===== src/rtl/smm_job_sched.sv =====
// smm_job_sched: round-robin, whole-job sharing of one SMM engine among NREQ requesters.
// Define SMM_SCHED_WDOG_EN to end a job stalled in WAIT_OUT/DRAIN after WDOG_CYC cycles.
module smm_job_sched #(
  parameter int NREQ     = 2,
  parameter int WDOG_CYC = 4096
) (
  input  logic              clk,
  input  logic              rst,
  input  logic [NREQ-1:0]   req,
  output logic [NREQ-1:0]   gnt,
  output logic [NREQ-1:0]   done,
  output logic [NREQ-1:0]   err,
  input  logic [NREQ-1:0]   rq_valid_size,
  input  logic [NREQ-1:0]   rq_size,
  input  logic [NREQ-1:0]   rq_valid_a,
  input  logic [NREQ-1:0]   rq_valid_b,
  input  logic [5*NREQ-1:0] rq_row_a,
  input  logic [5*NREQ-1:0] rq_col_a,
  input  logic [5*NREQ-1:0] rq_row_b,
  input  logic [5*NREQ-1:0] rq_col_b,
  input  logic [4*NREQ-1:0] rq_val_a,
  input  logic [4*NREQ-1:0] rq_val_b,
  output logic              eng_valid_size,
  output logic              eng_size,
  output logic              eng_valid_a,
  output logic              eng_valid_b,
  output logic [4:0]        eng_row_a,
  output logic [4:0]        eng_col_a,
  output logic [4:0]        eng_row_b,
  output logic [4:0]        eng_col_b,
  output logic [3:0]        eng_val_a,
  output logic [3:0]        eng_val_b,
  input  logic              eng_out_valid,
  input  logic [4:0]        eng_out_row,
  input  logic [4:0]        eng_out_col,
  input  logic [8:0]        eng_out_val,
  output logic [NREQ-1:0]   rsp_valid,
  output logic [4:0]        rsp_row,
  output logic [4:0]        rsp_col,
  output logic [8:0]        rsp_val,
  output logic [5:0]        rsp_cnt
);
  localparam int IW = NREQ > 1 ? $clog2(NREQ) : 1;
  typedef enum logic [2:0] {IDLE, GRANT, LOAD, WAIT_OUT, DRAIN} state_t;
  state_t          state_q;
  logic [IW-1:0]   ptr_q, own_q, win_d, nxt;
  logic            hit_d, seen_q, busy;
  logic [NREQ-1:0] gnt_q, done_q, err_q, rsp_v_q;
  logic [1:0]      eng_sz_q;
  logic [14:0]     eng_a_q, eng_b_q;
  logic [18:0]     rsp_q;
  logic [5:0]      cnt_q;
`ifdef SMM_SCHED_WDOG_EN
  logic [12:0]     wd_q;
`endif
  if (WDOG_CYC < 1 || WDOG_CYC > 8191) begin : g_bad_wdog
    $error("WDOG_CYC must fit the 13-bit watchdog counter");
  end
  assign gnt = gnt_q;
  assign done = done_q;
  assign err = err_q;
  assign {eng_valid_size, eng_size} = eng_sz_q;
  assign {eng_valid_a, eng_row_a, eng_col_a, eng_val_a} = eng_a_q;
  assign {eng_valid_b, eng_row_b, eng_col_b, eng_val_b} = eng_b_q;
  assign rsp_valid = rsp_v_q;
  assign {rsp_row, rsp_col, rsp_val} = rsp_q;
  assign rsp_cnt = cnt_q;
  assign busy = state_q == WAIT_OUT || state_q == DRAIN;
  assign nxt = own_q == IW'(NREQ - 1) ? '0 : own_q + 1'b1;
  // descending scan so the nearest requester at/after ptr is assigned last
  always_comb begin
    win_d = ptr_q;
    hit_d = 1'b0;
    for (int k = NREQ - 1; k >= 0; k--)
      if (req[(int'(ptr_q) + k) % NREQ]) begin
        win_d = IW'((int'(ptr_q) + k) % NREQ);
        hit_d = 1'b1;
      end
  end
  always_ff @(posedge clk or posedge rst) begin
    if (rst) begin
      state_q <= IDLE;
      ptr_q <= '0;
      own_q <= '0;
      seen_q <= 1'b0;
      gnt_q <= '0;
      done_q <= '0;
      err_q <= '0;
      eng_sz_q <= '0;
      eng_a_q <= '0;
      eng_b_q <= '0;
      rsp_v_q <= '0;
      rsp_q <= '0;
      cnt_q <= '0;
`ifdef SMM_SCHED_WDOG_EN
      wd_q <= '0;
`endif
    end else begin
      done_q <= '0;
      eng_sz_q <= '0;
      eng_a_q <= '0;
      eng_b_q <= '0;
      rsp_v_q <= '0;
      rsp_q <= '0;
      err_q <= err_q | ((rq_valid_size | rq_valid_a | rq_valid_b) & ~gnt_q);
      if (busy && eng_out_valid) begin
        rsp_v_q <= gnt_q;
        rsp_q <= {eng_out_row, eng_out_col, eng_out_val};
        cnt_q <= cnt_q + 6'(cnt_q != 6'd63);
      end
      case (state_q)
        IDLE: if (hit_d) begin
          own_q <= win_d;
          gnt_q <= NREQ'(1) << win_d;
          cnt_q <= '0;
          seen_q <= 1'b0;
          state_q <= GRANT;
        end
        GRANT: if (rq_valid_size[own_q]) begin
          eng_sz_q <= {1'b1, rq_size[own_q]};
          state_q <= LOAD;
        end
        LOAD: begin
          if (rq_valid_a[own_q])
            eng_a_q <= {1'b1, rq_row_a[5*own_q +: 5], rq_col_a[5*own_q +: 5], rq_val_a[4*own_q +: 4]};
          if (rq_valid_b[own_q])
            eng_b_q <= {1'b1, rq_row_b[5*own_q +: 5], rq_col_b[5*own_q +: 5], rq_val_b[4*own_q +: 4]};
          seen_q <= seen_q | rq_valid_a[own_q] | rq_valid_b[own_q];
          if (seen_q && !rq_valid_a[own_q] && !rq_valid_b[own_q]) state_q <= WAIT_OUT;
        end
        WAIT_OUT: if (eng_out_valid) state_q <= DRAIN;
        DRAIN: if (!eng_out_valid) begin
          done_q <= gnt_q;
          gnt_q <= '0;
          ptr_q <= nxt;
          state_q <= IDLE;
        end
        default: state_q <= IDLE;
      endcase
`ifdef SMM_SCHED_WDOG_EN
      wd_q <= busy ? wd_q + 13'd1 : 13'd0;
      if (busy && wd_q == 13'(WDOG_CYC - 1)) begin
        done_q <= gnt_q;
        err_q[own_q] <= 1'b1;
        gnt_q <= '0;
        ptr_q <= nxt;
        state_q <= IDLE;
      end
`endif
    end
  end
endmodule


===== config.mk =====
export PLATFORM = sky130hd
export DESIGN_NAME = smm_job_sched
export DESIGN_NICKNAME = d
export VERILOG_FILES = /design/src/rtl/smm_job_sched.sv
export SDC_FILE = /design/constraint.sdc
export NUM_CORES = 1
export LEC_CHECK = 0
export ABC_AREA = 1
export BUFFER_PORTS_ARGS = -buffer_cell sky130_fd_sc_hd__buf_2
export CAP_MARGIN = 20
export CORE_MARGIN = 3
export CORE_UTILIZATION = 46
export DETAILED_ROUTE_END_ITERATION = 10
export GPL_ROUTABILITY_DRIVEN = 0
export PLACE_DENSITY = 0.8
export SYNTH_ARGS = -nofsm -noshare
export SYNTH_HDL_FRONTEND = slang
export SYNTH_SLANG_ARGS = --single-unit

===== constraint.sdc =====
create_clock -name clk -period 2.19 [get_ports clk]
set_input_delay 0.219 -clock clk [delete_from_list [all_inputs] [get_ports clk]]
set_output_delay 0.219 -clock clk [all_outputs]
set_load 0.01 [all_outputs]

==> results of run 1 <==
-- flip-flops by register name, indices dropped and copies added, names as in the netlist, 2 cells and up --
name	cells
rsp_q	19
eng_a_q	15
eng_b_q	15
rsp_cnt	6
state_q	3
done	2
eng_sz_q	2
err	2
gnt	2
rsp_valid	2
-- final cells by class --
cell class | instances | area share
clock buffer | 10 | 0.0308
multi-input combinational | 204 | 0.258
inverter | 43 | 0.0402
clock inverter | 6 | 0.0224
timing repair buffer | 157 | 0.196
sequential | 71 | 0.429
tap | 77 | 0.0233
-- layer usage --
layer / global-route usage / vias to the layer above / part of all wire
met4: 0.0739 / 0 / 0.019
li1: - / 1327 / -
met5: 0 / - / 0
met3: 0.0564 / 11 / 0.077
met2: 0.333 / 124 / 0.52
met1: 0.226 / 1257 / 0.39
-- report_power, final --
| part | internal (mW) | switching, mW | leakage (nW) |
|---|---|---|---|
| logic | 0.447 | 0.837 | 1.40 |
| clock network | 0.648 | 0.493 | 0.103 |
| registers | 1.53 | 0.135 | 0.961 |
-- path summary, 6_finish.rpt --
| kind | cells after the start | to | start | slack, ps |
|---|---|---|---|---|
| hold / removal | 3 | eng_a_q[5] | rq_col_a[1] | 120 |
| hold reg to reg | 1 | err[0] | err[0] | 470 |
| setup / recovery | 11 | rsp_cnt[4] | rsp_cnt[2] | 500 |
| setup reg to reg | 11 | rsp_cnt[4] | rsp_cnt[2] | 500 |
| min in group asynchronous | 3 | eng_a_q[4] | rst | 460 |
| max in group asynchronous | 4 | rsp_cnt[5] | rst | 1100 |
-- logic make-up (layout without fill, tap and decap cells) --
group | count (synthesis) | in the layout
and+or+nand+nor | 156 | 156
DFF | 71 | 71
buffers and inverters | 54 | 216
AOI/OAI and AO/OA | 43 | 43
adders and majority gates | 3 | 3
xor gates and xnor gates | 2 | 2
-- worst register-to-register path: cells and delay by family, from the launching register on --
| kind | cells | cell delay, ps |
|---|---|---|
| AOI/OAI and AO/OA | 1 | 70 |
| xor gates and xnor gates | 1 | 120 |
| adders and majority gates | 2 | 450 |
| buffers and inverters | 1 | 60 |
| DFF | 1 | 450 |
| and+or+nand+nor | 6 | 480 |
-- placed cells by master (no fill, tap or decap), types with 4 or more instances in the layout --
| master | instances |
|---|---|
| nand3_1 | 11 |
| inv_1 | 39 |
| buf_2 | 152 |
| o21ai_0 | 8 |
| a21oi_1 | 30 |
| dfrtp_1 | 71 |
| nand2_1 | 97 |
| nor2_4 | 20 |
| nor2_2 | 4 |
| nor2_1 | 15 |
| clkbuf_8 | 9 |
==> metrics.md, run 1 <==
| Metric | Value |
|---|---|
| Global-route usage over all layers | `0.193` |
| Main combinational cell family by area after synthesis | `simple AND/OR/NAND/NOR gates` |
| Rows | `29` |
| Synth area leader | `dfrtp_1` |
| Die width | `87.9 µm` |
| Cell Chain, Critical Path | `nand2_1, nor2_1, nand3_1, ha_1, ha_1, nand3_1, xnor2_1, nand2_1, nand2_1, o21ai_0, inv_1` |
| Post-Syn Area | `0.00309 mm²` |
| Mux cell area share after synthesis | `0` |
| Cell mode on critical path | `nand2_1` |
| Top-count cell post-synth | `nand2_1` |
| Placed insts | `551` |
| # hold bufs at CTS | `1` |
| Nets | `576` |
| DPL Wire Length | `5.73 mm` |
| DRC | `0` |
| Post-CTS Resized | `0` |
| Wire per inst | `13.1 µm` |
| PnR Total Power | `~4.1 mW` |
| Setup Viol. Count Final | `0` |
| Final Hold Viols | `0` |
| P&R area growth vs syn | `34.1%` |
| Drt pass-1 iters | `6` |
| Ant diodes | `0` |
| Ranking of synthesized cells by area | `dfrtp_1 58%, nand2_1 12%, nor2_4 7.3%` |
| Total number of vias | `2,719` |
| Complex-gate fraction of the synthesized area | `0.0730` |
| CP Max Fanout | `6` |
| PwrDens | `~990 mW/mm²` |
| Die height | `87.9 µm` |
| Core Region | `roughly 0.0064 mm²` |
| Max-cap violations | `0` |
| ANT nets after route | `0` |
| Simple-gate share of the synthesized area | `0.255` |
| Startpoint class of the critical path | `flop` |
| Post-synth EDFFs | `0` |
| Root Driver | `clkbuf_8` |
| Fill cells | `538` |
| Synth warn | `0` |
| Clock skew | `11.2 ps` |
| Worst setup path class | `flop to flop` |
| Avg Cell Area, Syn | `approximately 9.4 µm²` |
| Vias in the first global route | `2,574` |
| # port buffers | `152` |
| Critical path's top delay family | `simple AND/OR/NAND/NOR gates` |
| TritonCTS clock tree | `built` |
| Sequential share of the synthesized area | `0.576` |
| Slowest-stage cell, CP | `dfrtp_1` |
| Multi-input gate area | `0.00107 mm²` |
| Syn nets | `between 400 and 500` |
| Register area | `0.00178 mm²` |
| Setup TNS | `0 ps` |
| Worst skew pair latency | `330 ps` |
| Critical Path End Type | `flop` |
| DRT iter0 DRCs | `121` |
| Clk pin slew, worst setup/hold paths | `80 ps` |
| Design Area, Final | `around 0.0041 mm²` |
| Clock Path Buffers | `2` |
| Critical Path AT | `roughly 2000 ps` |
| Fmax | `592 MHz` |
| Initial antenna violation count | `0` |
| Final Slew Violations | `0` |
| Period Utilization, post-route | `0.771` |
| I/O Pins | `153` |
| Largest net degree at the start of global routing | `50` |
| CP bufs+invs | `1` |
| Hold WC Path Type | `primary input to flop` |
| Final wirelength | `between 7 and 8 mm` |
| Synth async-reset ratio | `1.00` |
| Die Area | `0.00773 mm²` |
| Setup Fix Bufs, Post-CTS | `0` |
| Post-synth cell types | `28` |
| Share of post-route cells with drive strength above 1 | `0.415` |
| Cell Area, Placed | `~0.0039 mm²` |
| Tightest Pin Transition | `489 ps` |
| Synth Area in Adders | `0.0113` |
| # H-tree levels | `3` |
| First-pass GRT wire length | `11.4 mm` |
| WP data required | `2460 ps` |
| Via density | `about 4.8` |
| Xor/xnor share of the synthesized area | `0.00567` |
| Cell count after synthesis | `~330` |
| Synth Flop Type | `dfrtp_1` |
| Initial core utilization | `0.481` |
| Post-synth top area share | `0.576` |
| Clock sinks | `71` |
| RSZ-0062 raised after global routing | `no` |
| Grt ovf | `0` |
| Normalized max-slew margin | `0.674` |
| Final WS setup | `502 ps` |
| Period minus WS final | `approximately 1700 ps` |
| CTS buffer count | `9` |
| Max IR drop VDD | `0.549 mV` |
| Post-synthesis register bit count | `71` |
| Lkg Pwr | `2.46 nW` |
| CP max stage delay | `450 ps` |
| Final Hold Slack | `117 ps` |
| Post-route insts no fill | `568` |
| Fin util | `0.644` |
| Status | `finished clean` |
| Synth cell count leaders | `97 x nand2_1, 71 x dfrtp_1, 40 x inv_1, 30 x a21oi_1, 20 x nor2_4` |
| Place WS | `545 ps` |
No activity file was read; power rests on OpenSTA's default activity.
==> run 2, diff against run 1 <==
ABC_AREA = 0   (was 1)
CORE_UTILIZATION = 40   (was 46)
PLACE_DENSITY = 0.75   (was 0.8)
clock period = 1.5 ns   (was 2.19 ns; I/O delays follow)
==> run 2 against run 1 <==
  * The run now ends with negative setup slack left
  * Critical endpoint is now state_q[0]
  * Synthesized area down 6.1%
  * Core utilization fell by 2.0 points
  * Combinational power increased by 110%
  * Largest cell class unchanged
  * Critical path type unchanged
  * Power increased by 68%
  * Clock power increased by 48%
  * Clock skew up 1.5 ps
  * Sequential cell count unchanged
==> metrics.md, run 2 <==
| Metric | Value |
|---|---|
| Status | `complete, but fails checks` |
| Failing checks | `negative setup slack` |
| Post-route insts no fill | `519 (-8.6%)` |
| Clock group share of total power | `0.246 (-0.033)` |
| CP max stage delay | `440 ps (about the same)` |
| Post-synth EDFFs | `0 (unchanged)` |
| Avg Cell Area, Syn | `12.4 µm² (+32%)` |
| I/O Pins | `153 (unchanged)` |
| Final WS setup | `-95.4 ps (-598 ps)` |
| WL met1 | `2.95 mm (+3.0%)` |
| CTS buffer count | `9 (unchanged)` |
| Period minus WS final | `1600 ps (-92.4 ps)` |
| Most common cell after layout, fill and taps aside | `buf_2` |
| Post-synth cell types | `43 (+54%)` |
| Sequential share of the synthesized area | `0.613 (+0.0375)` |
| Critical Path End Type | `flop` |
| Setup Viol. Count Final | `5 (+5)` |
| Placed insts | `496 (-10%)` |
| Initial antenna violation count | `0 (unchanged)` |
| Lkg Pwr | `2.39 nW (-3.2%)` |
| Post-synthesis register bit count | `71 (unchanged)` |
| TritonCTS clock tree | `built` |
| Tightest Pin Transition | `371 ps (-117 ps)` |
| Fill cells | `599 (+11%)` |
| Cell mode on critical path | `buf_6` |
| Synth Flop Type | `dfrtp_1` |
| Clock skew | `12.7 ps (+1.46 ps)` |
| Grt ovf | `0 (unchanged)` |
| DPL Wire Length | `5.60 mm (-2.4%)` |
| Cell Area, Placed | `0.00395 mm² (+1.1%)` |
| Multi-input gate area | `0.00110 mm² (+2.9%)` |
| Synth cell count leaders | `71 x dfrtp_1, 36 x nor2_1, 35 x mux2i_1, 23 x and2_1, 7 x buf_2` |
| Seq pwr share | `0.367 (-0.040)` |
| Register area | `0.00178 mm² (+0.28%)` |
| Share of post-route cells with drive strength above 1 | `0.520 (+0.105)` |
| Sw Ratio | `0.326 (-0.0319)` |
| Vias in the first global route | `2,443 (-5.1%)` |
| Root Driver | `clkbuf_8` |
| DR WL met3 | `623 µm (+8.9%)` |
| PnR Total Power | `6.87 mW (+68%)` |
| Cell Chain, Critical Path | `buf_6, buf_6, or3_4, o2111ai_2, mux2_4` |
| Regs by FF count | `rsp_q (19), eng_a_q (15), eng_b_q (15)` |
| Rows | `30 (+3.4%)` |
| Worst skew pair latency | `340 ps (about the same)` |
| Ranking of synthesized cells by area | `dfrtp_1 61%, mux2i_1 12%, and2_1 5.0%` |
| Period Utilization, post-route | `1.06 (+0.293)` |
| # port buffers | `152 (unchanged)` |
| Setup TNS | `-262 ps (-262 ps)` |
| Design Area, Final | `0.00431 mm² (+4.2%)` |
| Core Region | `0.00691 mm² (+7.5%)` |
| DR WL met2 | `3.73 mm (-3.5%)` |
| Worst setup path class | `flop to flop` |
| Normalized max-slew margin | `0.752 (+0.0782)` |
| Slowest-stage cell, CP | `dfrtp_2` |
| Final Hold Viols | `0 (unchanged)` |
| Commonest cells after routing, fill and taps aside | `152 x buf_2, 67 x dfrtp_1, 36 x nor2_1` |
| WP data required | `1710 ps (-750 ps)` |
| ANT nets after route | `0 (unchanged)` |
| Via density | `4.59 (-4.0%)` |
| Largest net degree at the start of global routing | `31 (-38%)` |
| RSZ-0062 raised after global routing | `yes` |
| DRC | `0 (unchanged)` |
| Clock sinks | `71 (unchanged)` |
| Fmax | `627 MHz (+5.8%)` |
| Most flop-heavy register | `rsp_q` |
| Cell count after synthesis | `234 (-29%)` |
| Synth warn | `0 (unchanged)` |
| Net Switching | `2.24 mW (+53%)` |
| Wire per inst | `14.2 µm (+8.7%)` |
| Place WS | `-107 ps (-652 ps)` |
| Critical Path AT | `1810 ps (-150 ps)` |
| Synth async-reset ratio | `1.00 (unchanged)` |
| Die width | `91.1 µm (+3.6%)` |
| Final Slew Violations | `0 (unchanged)` |
| Clk pin slew, worst setup/hold paths | `80 ps (about the same)` |
| Nets | `508 (-12%)` |
| First-pass GRT wire length | `11.8 mm (+3.6%)` |
| Final wirelength | `7.39 mm (-0.63%)` |
| Syn nets | `324 (-23%)` |
| Total number of vias | `2,384 (-12%)` |
| Startpoint class of the critical path | `flop` |
| Ant diodes | `0 (unchanged)` |
| P&R area growth vs syn | `48.8%` |
| Hold WC Path Type | `primary input to flop` |
| Max-cap violations | `0 (unchanged)` |
| CP Max Fanout | `6 (unchanged)` |
| DRT iter0 DRCs | `59 (-51%)` |
| Internal power | `4.63 mW (+76%)` |
| # H-tree levels | `3 (unchanged)` |
| Initial core utilization | `0.420 (-0.0611)` |
| Post-synth top area share | `0.613 (+0.0375)` |
| Synth area leader | `dfrtp_1` |
| PwrDens | `1590 mW/mm² (+61%)` |
| Drt pass-1 iters | `4 (-2)` |
| Die Area | `0.00830 mm² (+7.4%)` |
| Die height | `91.1 µm (+3.6%)` |
| Number of flip-flops under the largest register name | `19 (unchanged)` |
| Top-count cell post-synth | `dfrtp_1` |
| Global-route usage over all layers | `0.180 (-0.0121)` |
| Post-Syn Area | `0.00290 mm² (-6.1%)` |
| Top Layer Used | `met4` |
| Max IR drop VDD | `0.632 mV (+15%)` |
| Comb pwr share | `0.387 (+0.073)` |
| Clock Path Buffers | `2 (unchanged)` |
## run 2: worst max-delay path, delay by kind of cell (launching register included)
kind / cells / cell delay, ps
and+or+nand+nor: 1 / 380
AOI/OAI and AO/OA: 1 / 80
muxes: 1 / 310
DFF: 1 / 440
buffers and inverters: 2 / 260
## run 2: power by group through the flow
stage / logic [mW] / clock network (mW) / registers (mW)
after floorplan: 1.40 / 0 / 2.69
after global placement: 2.39 / 0 / 2.55
after detailed placement: 2.44 / 0 / 2.57
after CTS: 2.48 / 1.75 / 2.54
after global routing: 2.91 / 1.84 / 2.57
final: 2.65 / 1.69 / 2.52
## run 2: final timing paths
kind	startpoint	end	slack [ps]	depth (start not counted)
max in group asynchronous	rst	state_q[0]	680	4
min reg2reg	err[1]	err[1]	480	1
max	state_q[0]	state_q[0]	-100	5
min in group asynchronous	rst	rsp_q[13]	340	3
min	eng_out_col[3]	rsp_q[12]	10	2
max reg2reg	state_q[0]	state_q[0]	-100	5
## run 2: logic make-up after synthesis
kind of cell	after synthesis	share of synthesized area
and+or+nand+nor	92	0.170
DFF	71	0.613
adders and majority gates	2	0.00863
AOI/OAI and AO/OA	14	0.0445
buffers and inverters	17	0.0328
xor gates and xnor gates	2	0.00605
muxes	36	0.125
## run 2: layer usage
metal  up-vias  global-route usage
li1       1146                   -
met1      1125               0.209
met2       105               0.308
met3         8              0.0621
met4         0              0.0666
met5         -                   0
## run 2: cell type report
class                   count  share of cell area
flip-flops and latches     71               0.413
well taps                  96              0.0279
repair buffers            186               0.248
inverters                   4             0.00435
clock buffers               9              0.0287
multi-input cells         146               0.254
clock inverters             7              0.0238
## run 2: stage by stage
step / utilization / hold WS [ps]
floorplan: - / 262
global placement: 0.572 / 149
detailed placement: 0.572 / 164
CTS: 0.613 / 2.55
global route: 0.624 / 0.190
finish: 0.624 / 15.0
## run 2: repair_timing
item / in CTS / in global routing
endpoints found under the hold margin: 14 / 1
endpoints found under the setup margin: 28 / 30
setup buffers: 2 / 2
gates resized for setup: 6 / 11
pin swaps: 4 / 1
hold buffers: 2 / 1
